### config.mk
export PLATFORM = sky130hd
export DESIGN_NAME = turbo_iter_ctrl
export DESIGN_NICKNAME = d
export VERILOG_FILES = /design/src/rtl/turbo_pkg.sv /design/src/rtl/turbo_addr_cnt.sv /design/src/rtl/turbo_iter_ctrl.sv
export SDC_FILE = /design/constraint.sdc
export NUM_CORES = 1
export LEC_CHECK = 0
export CORE_MARGIN = 1
export CORE_UTILIZATION = 46
export CTS_CLUSTER_DIAMETER = 200
export DETAILED_ROUTE_END_ITERATION = 7
export PLACE_DENSITY = 0.76
export REMOVE_ABC_BUFFERS = 1
export SYNTH_ARGS = -nofsm -noshare
export SYNTH_HDL_FRONTEND = slang
export SYNTH_SLANG_ARGS = --single-unit
### constraint.sdc
create_clock -name clk_p_i -period 1.7 [get_ports clk_p_i]
set_input_delay 0.17 -clock clk_p_i [delete_from_list [all_inputs] [get_ports clk_p_i]]
set_output_delay 0.17 -clock clk_p_i [all_outputs]
set_load 0.01 [all_outputs]
### src/rtl/turbo_pkg.sv
// turbo_pkg: shared FSM states, half-iteration encoding and default widths for the turbo iteration controller
package turbo_pkg;
    localparam int ADDR_W_DEF = 10;
    localparam int ITER_W_DEF = 4;
    localparam logic SISO1 = 1'b0;
    localparam logic SISO2 = 1'b1;
    typedef enum logic [2:0] {IDLE, FEED, WAIT, CHECK, DONE} state_e;
endpackage

### src/rtl/turbo_addr_cnt.sv
// turbo_addr_cnt: loadable block address counter that returns to 0 after accepting the last address
module turbo_addr_cnt import turbo_pkg::*; #(
    parameter int ADDR_W = ADDR_W_DEF
) (
    input  logic              clk_p_i,
    input  logic              reset_p_i,
    input  logic              clr_i,
    input  logic              inc_i,
    input  logic [ADDR_W-1:0] last_val_i,
    output logic [ADDR_W-1:0] addr_o,
    output logic              last_o
);
    logic [ADDR_W-1:0] addr_q, addr_d;
    assign last_o = addr_q == last_val_i;
    assign addr_o = addr_q;
    always_comb addr_d = clr_i ? '0 : !inc_i ? addr_q : last_o ? '0 : addr_q + ADDR_W'(1);
    always_ff @(posedge clk_p_i or posedge reset_p_i)
        if (reset_p_i) addr_q <= '0;
        else addr_q <= addr_d;
endmodule

### src/rtl/turbo_iter_ctrl.sv
// turbo_iter_ctrl: time-multiplexes one SISO between natural and interleaved half-iterations
// and counts full iterations until the limit, convergence or abort.
module turbo_iter_ctrl import turbo_pkg::*; #(
    parameter int ADDR_W = ADDR_W_DEF,
    parameter int ITER_W = ITER_W_DEF
) (
    input  logic              clk_p_i,
    input  logic              reset_p_i,
    input  logic              start_i,
    input  logic              abort_i,
    input  logic [ADDR_W-1:0] block_last_i,
    input  logic [ITER_W-1:0] max_iter_i,
    input  logic              siso_rdy_i,
    input  logic              siso_done_i,
    input  logic              converged_i,
    output logic              siso_start_o,
    output logic              siso_sel_o,
    output logic              addr_vld_o,
    output logic [ADDR_W-1:0] addr_o,
    output logic              busy_o,
    output logic              done_o,
    output logic [ITER_W-1:0] iter_cnt_o
);
    state_e            state_q, state_d;
    logic              half_q, half_d, sstart_q, sstart_d, clr, inc, last;
    logic [ITER_W-1:0] iter_q, iter_d, max_q, max_d;
    logic [ADDR_W-1:0] blast_q, blast_d;

    turbo_addr_cnt #(.ADDR_W(ADDR_W)) u_addr (
        .clk_p_i(clk_p_i), .reset_p_i(reset_p_i), .clr_i(clr), .inc_i(inc),
        .last_val_i(blast_q), .addr_o(addr_o), .last_o(last)
    );

    always_comb begin
        state_d  = state_q;
        half_d   = half_q;
        iter_d   = iter_q;
        max_d    = max_q;
        blast_d  = blast_q;
        sstart_d = 1'b0;
        clr      = 1'b0;
        inc      = 1'b0;
        case (state_q)
            IDLE: if (start_i) begin
                blast_d  = block_last_i;
                max_d    = max_iter_i == '0 ? ITER_W'(1) : max_iter_i;
                half_d   = SISO1;
                iter_d   = '0;
                clr      = 1'b1;
                sstart_d = 1'b1;
                state_d  = FEED;
            end
            FEED: begin
                inc     = siso_rdy_i;
                state_d = siso_rdy_i && last ? WAIT : FEED;
            end
            WAIT: if (siso_done_i) begin
                half_d   = ~half_q;
                sstart_d = half_q == SISO1;
                iter_d   = half_q == SISO1 || &iter_q ? iter_q : iter_q + ITER_W'(1);
                state_d  = half_q == SISO1 ? FEED : CHECK;
            end
            CHECK: begin
                sstart_d = !(converged_i || iter_q >= max_q);
                state_d  = sstart_d ? FEED : DONE;
            end
            default: state_d = IDLE;
        endcase
        // Abort wins over everything; the iteration count is left visible.
        if (abort_i && state_q != IDLE) begin
            state_d  = IDLE;
            half_d   = SISO1;
            iter_d   = iter_q;
            sstart_d = 1'b0;
            clr      = 1'b1;
            inc      = 1'b0;
        end
    end

    always_ff @(posedge clk_p_i or posedge reset_p_i)
        if (reset_p_i) begin
            state_q  <= IDLE;
            half_q   <= SISO1;
            iter_q   <= '0;
            max_q    <= '0;
            blast_q  <= '0;
            sstart_q <= 1'b0;
        end else begin
            state_q  <= state_d;
            half_q   <= half_d;
            iter_q   <= iter_d;
            max_q    <= max_d;
            blast_q  <= blast_d;
            sstart_q <= sstart_d;
        end

    assign siso_start_o = sstart_q;
    assign siso_sel_o   = half_q;
    assign addr_vld_o   = state_q == FEED;
    assign busy_o       = state_q != IDLE;
    assign done_o       = state_q == DONE;
    assign iter_cnt_o   = iter_q;
endmodule

==> flow_metrics.env, run 1 <==
export IMPL_layout_setup_ws_ns=-0.0555
export IMPL_top_usage_layer="met2"
export IMPL_path_buf_inv=2
export IMPL_row_count=22
export IMPL_cts_root_buf="clkbuf_8"
export IMPL_max_freq_mhz=570
export IMPL_worstPathCellList="buf_4 > nor2_2 > buf_4 > a21oi_4 > or4_1 > a211oi_2"
export IMPL_placed_cells=304
export IMPL_avgViaCountPerCell=5.80
export IMPL_holdBufCountCts=0
export IMPL_crit_path_frequent_cell="buf_4"
export IMPL_p_leak_nw=1.19
export IMPL_core_mm2=0.00380
export IMPL_drive_gt1_share_pct=34.5
export IMPL_drv_cap=0
export IMPL_ant_nets=0
export IMPL_netlist_instances=188
export IMPL_synthMuxAreaShare_pct=5.94
export IMPL_synth_ff_type="dfrtp_1"
export IMPL_grt_usage_pct=24.1
export IMPL_drcViolationCount=0
export IMPL_grt_ovfl_total=0
export IMPL_relSlewSlack_pct=71.6
export IMPL_syn_area_mm2=0.00190
export IMPL_synth_compound_area_share_pct=18.5
export IMPL_yosys_top_cells_area="dfrtp_1, mux2_2, xnor2_1"
export IMPL_crit_path_start_kind="register"
export IMPL_holdWs_ns=0.266
export IMPL_numCtsBuffers=5
export IMPL_synth_top_area_share_pct=43.5
export IMPL_path_class="reg2reg"
export IMPL_setup_viol=10
export IMPL_synth_xor_area_share_pct=4.62
export IMPL_critPathCaptureType="register"
export IMPL_first_iter_violations=240
export IMPL_die_area_mm2=0.00438
export IMPL_report_final_hold_viol_count=0
export IMPL_yosys_cell_types_count=44
export IMPL_worst_slew_pin_slew_ns=0.422
export IMPL_cpMaxStageDelayCell="or4_1"
export IMPL_die_h_um=66.2
export IMPL_grt_pass1_vias=1624
export IMPL_grt_util_met2_pct=37.4
export IMPL_synth_area_leader_cell="dfrtp_1"
export IMPL_synth_edf_count=0
export IMPL_synth_seq_cells=33
export IMPL_crit_required_ns=1.92
export IMPL_irDropWorstVdd_mv=0.557
export IMPL_utilization_pct=75.5
export IMPL_final_cells=323
export IMPL_period_share_pct=103
export IMPL_path_delay_family="simple AND/OR/NAND/NOR gates"
export IMPL_drtPass1Iterations=4
export IMPL_htreeDepth=2
export IMPL_p_total_w=0.00209
export IMPL_clk_pin_slew_worst_paths_ns=0.08
export IMPL_yosys_area_share_simple_pct=18.9
export IMPL_syn_avg_cell_area_um2=10.1
export IMPL_die_w_um=66.2
export IMPL_wl_um=5390
export IMPL_finalNetCount=301
export IMPL_cts_buffer_depth=2
export IMPL_min_period_ns=1.76
export IMPL_cts_tree="yes"
export IMPL_async_reset_ff_share_pct=100
export IMPL_tns_ns=-0.295
export IMPL_status="finished with violations"
export IMPL_yosysWarnings=0
export IMPL_grt_first_pass_wirelength_um=7780
export IMPL_wl_per_cell_um=16.7
export IMPL_critical_path_max_stage_delay_ns=0.55
export IMPL_drv_slew=0
export IMPL_grt_start_max_net_pins=34
export IMPL_io_pins=40
export IMPL_clock_skew_final_ns=0.0124
export IMPL_met3_usage_pct=5.69
export IMPL_dr_total_vias=1875
export IMPL_violations="setup timing"
export IMPL_met1_usage_pct=32.5
export IMPL_fill_cells=268
export IMPL_power_density_mw_per_mm2=730
export IMPL_hpwl_um=3390
export IMPL_seq_area_frac_synth_pct=43.5
export IMPL_clkSinkCount=33
export IMPL_n_antenna_cell=0
export IMPL_start_util_pct=49.9
export IMPL_hold_class="in2async"
export IMPL_worst_skew_pair_late_latency_ns=0.30
export IMPL_rsz0062_at_grt="yes"
export IMPL_synth_top_family_by_area="simple AND/OR/NAND/NOR gates"
export IMPL_cp_arrival_ns=1.97
export IMPL_area_growth_pct=51.2
export IMPL_io_buffers=39
export IMPL_place_congestion=0.836
export IMPL_worstPathMaxFanout=15
export IMPL_antenna_found_initial=0
export IMPL_synthAdderAreaFrac_pct=3.96
cells by family after synthesis:
kind of cell | Yosys count
buffers and inverters | 18
AND/OR/NAND/NOR | 62
adder cells (fa/ha/maj) | 6
flip-flops | 33
AO/OA/AOI/OAI | 49
XOR/XNOR | 10
multiplexers | 10
final timing paths:
path | start | endpoint | slack [ns] | cells after the start
setup / recovery | state_q[2] | u_addr.addr_o[7] | -0.06 | 6
hold / removal | reset_p_i | u_addr.addr_o[3] | 0.27 | 3
setup reg to reg | state_q[2] | u_addr.addr_o[7] | -0.06 | 6
hold reg to reg | blast_q[6] | blast_q[6] | 0.53 | 1
max in group asynchronous | reset_p_i | u_addr.addr_o[0] | 1.10 | 3
min in group clk_p_i | max_iter_i[3] | max_q[3] | 0.47 | 3
placed cells by master (no fill, tap or decap), drive strengths merged, types with 3 or more instances in the layout:
cell and n:
nand2 11, clkbuf 6, a21oi 6, nand2b 5, clkdlybuf4s50 36, nand4 4
dfrtp 33, ha 6, or4 9, or3 5, nand3 5, mux2 10
a211oi 9, o22ai 3, inv 9, o31ai 9, o21ai 12, xnor2 10
buf 50, nor3 3, nor2 8
area by class of cell:
type                    instances  area, um2  area share, %
repair buffers                 88        762           26.6
clock buffers                   5       68.8           2.40
flip-flops and latches         33        827           28.8
clock inverters                 3       17.5          0.611
multi-input cells             137       1100           38.3
inverters                       9       33.8           1.18
well taps                      48       60.1           2.09
worst min-delay path, delay by kind of cell:
kind	cells	cell delay (ns)
buffers and inverters	3	0.81
routing by layer:
layer  share of wire, %  up-vias
met3                6.0       12
li1                   -      875
met2                 48       67
met1                 44      921
met4                2.2        0
met5                  0        -
synth_stat cells, types with 4 or more instances:
library cell  instances
nand4_1               4
nand3_1               5
nand2_1              11
or4_1                 9
nor2_1                8
inv_1                 9
xnor2_1              10
or3_1                 5
o31ai_1               9
a21oi_1               5
mux2_2               10
a211oi_1              9
buf_2                 4
ha_1                  6
o21ai_0              11
nand2b_1              5
dfrtp_1              33
state kept, by name, indices dropped and copies added (netlist names):
name	cells
siso_start_o	1
blast_q	10
state_q	3
max_q	4
iter_cnt_o	4
u_addr.addr_o	10
siso_sel_o	1
per-stage QoR:
step	cell area [um2]	setup WS, ns
finish	2870	-0.0555
global route	2870	-0.0933
CTS	2720	-0.0119
detailed placement	2580	-0.138
global placement	2580	-0.138
floorplan	1840	-1.38
where the power goes:
part           total (W)  internal (W)  switching (W)
sequential      0.000937      0.000874      0.0000627
combinational   0.000557      0.000294       0.000263
clock           0.000601      0.000283       0.000318
total            0.00209       0.00145       0.000644
repair_timing:
action,CTS,global route
setup buffers,3,8
pin swaps,2,17
gates resized for setup,12,28
setup endpoints to repair,4,27
Note: power is estimated with default switching activity, not from simulation.
==> inputs of run 2 (changes only) <==
CORE_UTILIZATION = 55   (was 46)
PLACE_DENSITY = 0.85   (was 0.76)
clock period = 2.2 ns   (was 1.7 ns; I/O delays follow)
==> run 2 against run 1 <==
The flow now finishes without violations. Die area fell by 16%. Cell count fell by 15%. Clock-buffer cell count rose by 2. Critical path depth fell by 4. Via count fell by 10%. Core utilization rose by 0.46 points. Flip-flop and latch count did not move. Final area fell by 16%. Combinational power fell by 37%. Total power fell by 32%. Clock skew rose by 0.00062 ns. Sequential share of layout area rose by 5.6 points. Largest power group unchanged. Highest routed layer unchanged.
==> flow_metrics.env, run 2 (synthesis results as in run 1) <==
export IMPL_critical_path_max_stage_delay_ns=0.53
export IMPL_grt_usage_pct=26.9
export IMPL_status="completed"
export IMPL_clk_pin_slew_worst_paths_ns=0.11
export IMPL_cts_buffer_depth=2
export IMPL_clkSinkCount=33
export IMPL_combPwrFrac_pct=24.5
export IMPL_design_area_mm2=0.00239
export IMPL_crit_path_start_kind="register"
export IMPL_first_iter_violations=110
export IMPL_setup_viol=0
export IMPL_drv_slew=0
export IMPL_clockPowerShare_pct=24.6
export IMPL_max_freq_mhz=476
export IMPL_cts_resized=0
export IMPL_dpl_cell_area_mm2=0.00234
export IMPL_period_share_pct=95.4
export IMPL_grt_start_max_net_pins=34
export IMPL_worstPathMaxFanout=10
export IMPL_grt_pass1_vias=1627
export IMPL_die_h_um=60.7
export IMPL_multi_input_area_um2=990
export IMPL_dpl_worst_slack_ns=0.197
export IMPL_hold_class="in2async"
export IMPL_cp_startpoint="state_q[0]"
export IMPL_p_switching_w=0.000427
export IMPL_worst_skew_pair_late_latency_ns=0.33
export IMPL_cts_tree="yes"
export IMPL_dr_total_vias=1685
export IMPL_hpwl_um=3290
export IMPL_io_pins=40
export IMPL_core_mm2=0.00315
export IMPL_critPathCaptureType="primary output"
export IMPL_wl_um=4430
export IMPL_cts_root_buf="clkbuf_4"
export IMPL_ant_nets=0
export IMPL_power_density_mw_per_mm2=599
export IMPL_p_leak_nw=0.917
export IMPL_tns_ns=0
export IMPL_worstPathCellList="or3_1 > clkdlybuf4s50_1"
export IMPL_grt_first_pass_wirelength_um=7170
export IMPL_placed_cells=268
export IMPL_timing_rr_start="state_q[1]"
export IMPL_drtPass1Iterations=4
export IMPL_path_class="reg2out"
export IMPL_place_congestion=0.803
export IMPL_report_final_hold_viol_count=0
export IMPL_crit_required_ns=1.98
export IMPL_row_count=20
export IMPL_n_antenna_cell=0
export IMPL_cpMaxStageDelayCell="or3_1"
export IMPL_min_period_ns=2.10
export IMPL_path_delay_family="simple AND/OR/NAND/NOR gates"
export IMPL_antenna_found_initial=0
export IMPL_die_w_um=60.7
export IMPL_drcViolationCount=0
export IMPL_grt_ovfl_total=0
export IMPL_irDropWorstVdd_mv=0.481
export IMPL_pwr_share_seq_pct=50.9
export IMPL_numCtsBuffers=5
export IMPL_seqCellArea_um2=826
export IMPL_worst_slew_pin_slew_ns=0.629
export IMPL_die_area_mm2=0.00369
export IMPL_clock_skew_final_ns=0.0131
export IMPL_path_buf_inv=1
export IMPL_area_growth_pct=26.3
export IMPL_switching_share_pct=29.7
export IMPL_htreeDepth=2
export IMPL_power_internal_w=0.00101
export IMPL_fill_cells=241
export IMPL_relSlewSlack_pct=58.0
export IMPL_start_util_pct=60.2
export IMPL_final_cells=275
export IMPL_io_buffers=39
export IMPL_drv_cap=0
export IMPL_layout_commonest_cell="clkdlybuf4s50_1"
export IMPL_wl_per_cell_um=16.1
export IMPL_layout_setup_ws_ns=0.100
export IMPL_drive_gt1_share_pct=13.0
export IMPL_cts_setup_buffers=0
export IMPL_holdBufCountCts=0
export IMPL_avgViaCountPerCell=6.13
export IMPL_layout_common_cells="clkdlybuf4s50_1, dfrtp_1, o21ai_0, nand2_1"
export IMPL_cp_arrival_ns=1.88
export IMPL_rsz0062_at_grt="no"
export IMPL_finalNetCount=258
-- run 2: cell count changes in the layout (fill, tap and decap cells not counted), sizes merged --
cell,previous run,this run
buf,50,6
clkdlybuf4s50,36,39
clkinv,2,0
dlygate4sd2,1,0
clkbuf,6,7
clkinvlp,1,0
-- run 2: metal layers --
| metal | routed length (um) | GRT usage (%) | share of wire [%] | vias to the layer above |
|---|---|---|---|---|
| met1 | 1870 | 33.9 | 42 | 807 |
| met4 | 55 | 10.1 | 1.2 | 0 |
| met2 | 2210 | 44.7 | 50 | 75 |
| met3 | 295 | 6.82 | 6.7 | 7 |
| li1 | - | - | - | 796 |
| met5 | 0 | 0 | 0 | - |
-- run 2: final cells by class --
class	instances	area share (%)
Inverter	9	1.41
Clock buffer	7	2.30
Tap cell	44	2.30
Timing Repair Buffer	45	18.2
Sequential cell	33	34.5
Multi-Input combinational cell	137	41.3
-- run 2: path summary, 6_finish.rpt --
path                                    endpoint  slack [ns]  cells after the start
worst max-delay path                      busy_o        0.10                      2
worst min-delay path                  state_q[0]        0.29                      3
worst max register to register  u_addr.addr_o[6]        0.27                      4
worst min register to register        blast_q[5]        0.54                      1
max in group asynchronous               max_q[3]        1.60                      3
min in group clk_p_i                    max_q[2]        0.49                      3
-- run 2: metrics by stage --
step                      util, %  hold slack, ns  power [W]
after floorplan                 -           0.330   0.000949
after global placement       74.2           0.511    0.00107
after detailed placement     74.2           0.525    0.00110
after CTS                    76.0           0.315    0.00144
after global routing         76.0           0.351    0.00150
final                        76.0           0.292    0.00143
-- run 2: worst register-to-register path, stage by stage, from the launching register on --
cell,delay [ns]
dfrtp_1,0.51
nor2_1,0.27
a21oi_2,0.22
or4_1,0.55
a211oi_1,0.29
-- run 2: power by group through the flow --
stage | Clock [W] | Sequential (W) | Combinational, W
2_1_floorplan | 0 | 0.000734 | 0.000215
5_1_grt | 0.000375 | 0.000739 | 0.000388
4_1_cts | 0.000354 | 0.000731 | 0.000353
3_5_place_dp | 0 | 0.000744 | 0.000352
6_report | 0.000353 | 0.000730 | 0.000351
3_3_place_gp | 0 | 0.000737 | 0.000332
==> inputs of run 3 (changes only) <==
CORE_UTILIZATION = 51   (was 55)
PLACE_DENSITY = 0.79   (was 0.85)
clock period = 2.1 ns   (was 2.2 ns; I/O delays follow)
==> run 3 against run 2 <==
Combinational power up 7.7%. Sequential power up 4.0%. Clock-buffer cell count unchanged. Largest cell class unchanged. Final area up 2.6%. Via count down 1.3%. Cell count up 1.5%. Critical endpoint unchanged. First-iteration DRC count up 1.8%. Total power up 16%. Register-to-register slack worse by 0.05 ns.
==> flow_metrics.env, run 3 (synthesis results as in run 1) <==
export IMPL_wl_um=4320
export IMPL_drive_gt1_share_pct=14.6
export IMPL_cts_buffer_depth=2
export IMPL_met1_usage_pct=32.5
export IMPL_row_count=21
export IMPL_rsz0062_at_grt="no"
export IMPL_hpwl_um=3140
export IMPL_core_mm2=0.00344
export IMPL_first_iter_violations=112
export IMPL_min_period_ns=1.98
export IMPL_worstPathMaxFanout=12
export IMPL_design_area_mm2=0.00246
export IMPL_n_antenna_cell=0
export IMPL_cts_root_buf="clkbuf_8"
export IMPL_place_congestion=0.876
export IMPL_cp_arrival_ns=1.77
export IMPL_avgViaCountPerCell=5.96
export IMPL_grt_pass1_vias=1638
export IMPL_crit_path_start_kind="register"
export IMPL_critPathCaptureType="primary output"
export IMPL_clk_pin_slew_worst_paths_ns=0.07
export IMPL_numCtsBuffers=5
export IMPL_grt_start_max_net_pins=34
export IMPL_grt_util_met2_pct=42.1
export IMPL_period_share_pct=94.2
export IMPL_ant_nets=0
export IMPL_layout_common_cells="clkdlybuf4s50_1, dfrtp_1, o21ai_0, nand2_1"
export IMPL_setup_viol=0
export IMPL_crit_required_ns=1.89
export IMPL_top_usage_layer="met2"
export IMPL_grt_first_pass_wirelength_um=7790
export IMPL_antenna_found_initial=0
export IMPL_status="completed"
export IMPL_wl_per_cell_um=15.5
export IMPL_area_growth_pct=29.5
export IMPL_clock_skew_final_ns=0.00480
export IMPL_grt_usage_pct=25.5
export IMPL_die_w_um=63.0
export IMPL_hold_class="in2async"
export IMPL_fill_cells=259
export IMPL_htreeDepth=2
export IMPL_relSlewSlack_pct=61.2
export IMPL_power_density_mw_per_mm2=679
export IMPL_finalNetCount=259
export IMPL_layout_setup_ws_ns=0.123
export IMPL_cts_setup_buffers=0
export IMPL_start_util_pct=55.1
export IMPL_path_class="reg2out"
export IMPL_drv_slew=0
export IMPL_dpl_worst_slack_ns=0.165
export IMPL_worst_skew_pair_late_latency_ns=0.29
export IMPL_cp_startpoint="state_q[1]"
export IMPL_io_pins=40
export IMPL_max_freq_mhz=506
export IMPL_worst_slew_pin_slew_ns=0.583
export IMPL_cts_tree="yes"
export IMPL_dr_total_vias=1663
export IMPL_met3_usage_pct=5.84
export IMPL_drcViolationCount=0
export IMPL_drv_cap=0
export IMPL_timing_rr_start="state_q[1]"
export IMPL_irDropWorstVdd_mv=0.450
export IMPL_io_buffers=39
export IMPL_die_area_mm2=0.00397
export IMPL_dpl_cell_area_mm2=0.00235
export IMPL_report_final_hold_viol_count=0
export IMPL_p_leak_nw=0.945
export IMPL_layout_commonest_cell="clkdlybuf4s50_1"
export IMPL_drtPass1Iterations=4
export IMPL_grt_ovfl_total=0
export IMPL_die_h_um=63.0
export IMPL_clkSinkCount=33
-- run 3: final cells by class --
type | instances | area, um2 | area share (%)
multi-input cells | 137 | 995 | 40.5
clock buffers | 7 | 96.3 | 3.92
inverters | 9 | 33.8 | 1.38
well taps | 46 | 57.6 | 2.34
clock inverters | 1 | 5.00 | 0.204
repair buffers | 46 | 443 | 18.0
flip-flops and latches | 33 | 826 | 33.6
-- run 3: path summary, 6_finish.rpt --
| kind | end | slack, ns | cells past startpoint |
|---|---|---|---|
| hold reg to reg | blast_q[0] | 0.54 | 1 |
| max in group asynchronous | blast_q[7] | 1.48 | 3 |
| hold / removal | blast_q[8] | 0.31 | 3 |
| setup reg to reg | u_addr.addr_o[7] | 0.22 | 4 |
| setup / recovery | busy_o | 0.12 | 2 |
| min in group clk_p_i | max_q[2] | 0.50 | 3 |
-- run 3: routing by layer --
metal,vias to the layer above,part of all wire (%)
met2,52,51
met5,-,0
met4,0,1.3
met1,817,42
li1,788,-
met3,6,5.6
-- run 3: critical path, cell delays in order (launching register included) --
cell	delay [ns]
dfrtp_1	0.52
or3_4	0.47
clkdlybuf4s50_1	0.49
-- run 3: where the power goes --
group          leakage, nW  internal (W)  switching [W]
clock network       0.0542      0.000296       0.000235
logic                0.465      0.000196       0.000182
registers            0.426      0.000707      0.0000516
total                0.945       0.00120       0.000469
-- run 3: timing repair --
item | CTS | global route
hold buffers | 0 | 0
resized for setup | 0 | 1
endpoints found under the setup margin | 0 | 1
-- run 3: metrics by stage --
stage / hold WS [ns] / total power (W) / utilization, % / TNS (ns) / cells
finish: 0.312 / 0.00167 / 71.4 / 0 / 279
global route: 0.374 / 0.00176 / 71.4 / 0 / 279
CTS: 0.326 / 0.00168 / 71.2 / 0 / 279
floorplan: 0.320 / 0.000995 / - / -21.97 / 179
global placement: 0.513 / 0.00113 / 68.3 / 0 / 271
detailed placement: 0.527 / 0.00115 / 68.3 / 0 / 271
==> RTL change 1, RTL diff (config.mk and constraints of run 2) <==
Encoding of `state_e`: now one-hot (5 bits for 5 states).
--- a/src/rtl/turbo_pkg.sv
+++ b/src/rtl/turbo_pkg.sv
@@ -6,3 +6,3 @@
     localparam logic SISO2 = 1'b1;
-    typedef enum logic [2:0] {IDLE, FEED, WAIT, CHECK, DONE} state_e;
+    typedef enum logic [4:0] {IDLE = 5'b00001, FEED = 5'b00010, WAIT = 5'b00100, CHECK = 5'b01000, DONE = 5'b10000} state_e;
 endpackage
Function: same outputs for any inputs over 10 cycles, from zero or initial values and one cycle with reset_p_i high; not proved beyond that.
==> RTL change 1 against run 2 <==
- area after synthesis increased by 0.40%
- non-clock buffer count stayed put
- setup slack improved by 0.041 ns
- wire length is 13% lower
- final area rose by 1.7%
- core utilization fell by 3.0 points
- fmax is 2.0% higher
- sequential cell count is 2 higher
Power is not compared: it rests on default switching activity, and its combinational part moved more than twofold at a synthesized area within 25%.
==> RTL change 1: results (changes against run 2) <==
Cts repair resizes: 0 (unchanged)
Placed Instances: 271 (+1.1%)
Register area share after synthesis: 46.1% (+2.5 points)
Synth warnings: 0 (unchanged)
Least-Margin Pin Slew: 0.437 ns (-0.193 ns)
Fin nets: 261 (+1.2%)
Post-synthesis cell count: 186 (-1.1%)
Antenna violations before repair: 0 (unchanged)
Vias: 1580 (-6.2%)
CP max stage delay: 0.53 ns (about the same)
Peak VDD IR: 0.000556 V
# port buffers: 39 (unchanged)
CP max stage cell: clkdlybuf4s50_1
Outcome: complete, no violations
First-pass GRT wire length: 6400 um (-11%)
CTS Buf Count: 5 (unchanged)
Worst path arrival time: 1.84 ns (-0.04 ns)
Setup bufs post-CTS: 0 (unchanged)
Synth top area cells: dfrtp_1 45%, mux2_2 7.7%, xor2_1 5.5%, ha_1 3.9%, nand3_1 3.7%
ANT nets after route: 0 (unchanged)
Pleak: 1.08 nW
Root Buffer: clkbuf_4
Post-DP HPWL: 2840 um (-14%)
Share of post-route cells with drive strength above 1: 15.3% (+2.3 points)
Area of placed instances: 2360 um2 (+0.96%)
# fillers: 260 (+7.9%)
DR iter-0 viols: 104 (-5.5%)
Achievable frequency: 486 MHz (+2.0%)
Final design utilization: 73.0% (-3.0 points)
Vias in the first global route: 1455 (-11%)
Drt total wl: 3850 um (-13%)
CP delay by family, top: buffers and inverters
Worst Hold Class: in -> async
Worst-Skew Late Latency: 0.36 ns (+0.03 ns)
Antenna cells: 0 (unchanged)
Final clock skew: 0.0158 ns (+0.00270 ns)
GPL Wtd Cong: 0.867 (+8.0%)
H-tree Lvls: 2 (unchanged)
Largest net degree at the start of global routing: 36 (+5.9%)
First-pass DRT Iterations: 4 (unchanged)
Tot GR Track Use: 24.3% (-2.6 points)
Clock buffer depth: 2 (unchanged)
Critical path peak fanout: 7 (-3)
Unique cell type count in the Yosys netlist: 41 (-6.8%)
Synth cell count leaders: 34 x dfrtp_1, 14 x nand3_1, 13 x mux2_2, 13 x nor2_1, 12 x xor2_1
Setup slack at placement: 0.387 ns (+0.190 ns)
Non-filler cells, final: 281 (+2.2%)
Async set or reset register ratio after synthesis: 100% (unchanged)
CTS clock-pin slew for the worst setup and hold paths: 0.12 ns
==> RTL change 1: cell types whose count changed after synthesis, moves of 5 or more <==
cell	before	now
nand2b_1	5	0
nor4_1	1	6
or4_1	9	1
o31ai_1	9	0
xnor2_1	10	4
nand3_1	5	14
xor2_1	0	12
nor3_1	3	11
nor2_1	8	13
a211oi_1	9	1
and3_1	1	9
==> RTL change 1: path summary, 6_finish.rpt <==
check | start | to | slack (ns) | cells after the start
min | reset_p_i | u_addr.addr_o[0] | 0.24 | 3
max in group asynchronous | reset_p_i | state_q[0] | 1.61 | 3
max reg2reg | state_q[2] | blast_q[5] | 0.35 | 5
min reg2reg | max_q[0] | max_q[0] | 0.51 | 2
max | state_q[2] | addr_vld_o | 0.14 | 3
min in group clk_p_i | block_last_i[0] | blast_q[0] | 0.47 | 2
==> RTL change 1: layer usage <==
metal	wire length [um]	global-route usage, %	part of all wire [%]	vias to the layer above
met1	1650	31.0	43	742
li1	-	-	-	767
met2	1900	38.3	49	65
met3	243	7.89	6.3	6
met4	65	9.74	1.7	0
met5	0	0	0	-
==> RTL change 1: logic make-up after synthesis <==
logic type / share of synthesized area, %
compound gates: 8.02
buf+inv: 2.04
xor+xnor: 7.36
fa+ha+maj: 3.94
flops: 46.1
simple gates: 24.9
mux: 7.69
==> RTL change 1: power breakdown <==
part           internal [W]  leakage [nW]  total [W]  switching, W
registers          0.000812         0.453   0.000929      0.000117
logic              0.000402         0.601   0.000760      0.000358
clock network      0.000122        0.0272   0.000354      0.000232
==> RTL change 1: layout make-up <==
cell class | count | area share (%)
multi-input combinational | 142 | 40.6
inverter | 5 | 0.771
clock inverter | 3 | 0.822
clock buffer | 5 | 1.54
sequential | 35 | 36.0
timing repair buffer | 45 | 17.9
tap | 46 | 2.36
==> RTL change 2, RTL diff (config.mk and constraints of run 2) <==
Without the edit above. Change the package constant `ADDR_W_DEF` from 10 to 9.
--- a/src/rtl/turbo_pkg.sv
+++ b/src/rtl/turbo_pkg.sv
@@ -2,3 +2,3 @@
 package turbo_pkg;
-    localparam int ADDR_W_DEF = 10;
+    localparam int ADDR_W_DEF = 9;
     localparam int ITER_W_DEF = 4;
Ports: changed (resized addr_o and block_last_i); port bits go from 40 to 38. No check against the original RTL was run, so the function may have changed too.
==> RTL change 2 against run 2 <==
- sequential cell count fell by 2
- setup slack improved by 0.011 ns
- highest routed layer unchanged
- wire length shrank 15%
- sequential share of layout area decreased by 0.23 points
- clock skew decreased by 0.0014 ns
- final area decreased by 5.3%
- critical path depth unchanged
- register-to-register slack lost 0.02 ns
- area after synthesis fell by 3.6%
Power is not compared: it rests on default switching activity, and its combinational part moved more than twofold at a synthesized area within 25%.
==> RTL change 2: results (changes against run 2) <==
Clock buffers: 6 (-1)
Outcome: complete, no violations
Post-DP HPWL: 2860 um (-13%)
CP max stage cell: clkdlybuf4s50_1
Post-synthesis cell count: 178 (-5.3%)
Comb_multi_in: 131 (-4.4%)
Synth top area cells: dfrtp_1 42%, mux2_2 5.5%, xnor2_1 4.8%, o21ai_0 4.4%, ha_1 4.1%
Seq/total area: 34.3% (-0.23 points)
# fillers: 244 (+1.2%)
Vias/cell: 5.61 (-8.4%)
Register area: 777 um2 (-5.9%)
Synth cell count leaders: 31 x dfrtp_1, 16 x o21ai_0, 13 x nand2_1
Setup slack at placement: 0.242 ns (+0.0452 ns)
Non-clock buffers: 40 (-11%)
Critical path peak fanout: 17 (+7)
Seq cells post-synth: 31 (-6.1%)
Multi-input gate area: 953 um2 (-3.7%)
Detail Route met3 WL: 169 um (-43%)
Register area share after synthesis: 42.4% (-1.1 points)
R2R cell count: 5 (+1)
GPL Wtd Cong: 0.924 (+15%)
Share of post-route cells with drive strength above 1: 14.7% (+1.7 points)
Worst setup path startpoint: state_q[1]
Unique cell type count in the Yosys netlist: 43 (-2.3%)
Non-clock buffering overhead: 17.3% (-0.86 points)
Vias in the first global route: 1390 (-15%)
WL met1: 1690 um (-9.4%)
Min Hold Slack: 0.251 ns (-0.0410 ns)
CP delay by family, top: buffers and inverters
Final clock skew: 0.0117 ns (-0.00139 ns)
Cts repair resizes: 1 (+1)
Fin nets: 244 (-5.4%)
WL/cell: 14.3 um (-11%)
Worst setup path end: addr_vld_o
Least-Margin Pin Slew: 0.548 ns (-0.0818 ns)
Tot GR Track Use: 23.8% (-3.1 points)
# port buffers: 37 (-5.1%)
Drt total wl: 3740 um (-15%)
Met2 wire len: 1840 um (-17%)
First-pass DRT Iterations: 4 (unchanged)
ClkCell Share: 2.48% (+0.18 points)
Flop-to-flop setup slack: 0.25 ns (-0.02 ns)
Period minus WS final: 2.09 ns (-0.0108 ns)
Largest net degree at the start of global routing: 32 (-5.9%)
First-pass GRT wire length: 6220 um (-13%)
DR iter-0 viols: 94 (-15%)
RTL change 2: changes by cell type after synthesis, moves of 4 or more:
cell / change
o31ai_1: -9
mux2i_1: +4
o21ai_0: +5
or3_1: -5
a22o_1: +4
or4_1: -9
buf_6: +4
a211oi_1: -7
nor3_1: +4
RTL change 2: power groups by stage:
stage	combinational [W]	sequential [W]	clock, W
floorplan	0.000596	0.000832	0
global placement	0.000810	0.000851	0
detailed placement	0.000845	0.000860	0
CTS	0.000849	0.000851	0.000345
global route	0.000929	0.000874	0.000368
finish	0.000849	0.000851	0.000333
RTL change 2: per-layer routing:
metal / vias up / track usage, %
li1: 714 / -
met1: 709 / 31.6
met2: 40 / 38.6
met3: 7 / 6.71
met4: 0 / 5.32
met5: - / 0
RTL change 2: cell families after synthesis:
family          count (synthesis)  share of synthesized area, %
fa+ha+maj                       6                          4.11
mux                            13                          7.73
flops                          31                          42.4
buf+inv                        16                          5.41
compound gates                 41                          16.4
xor+xnor                       10                          4.79
simple gates                   61                          19.1
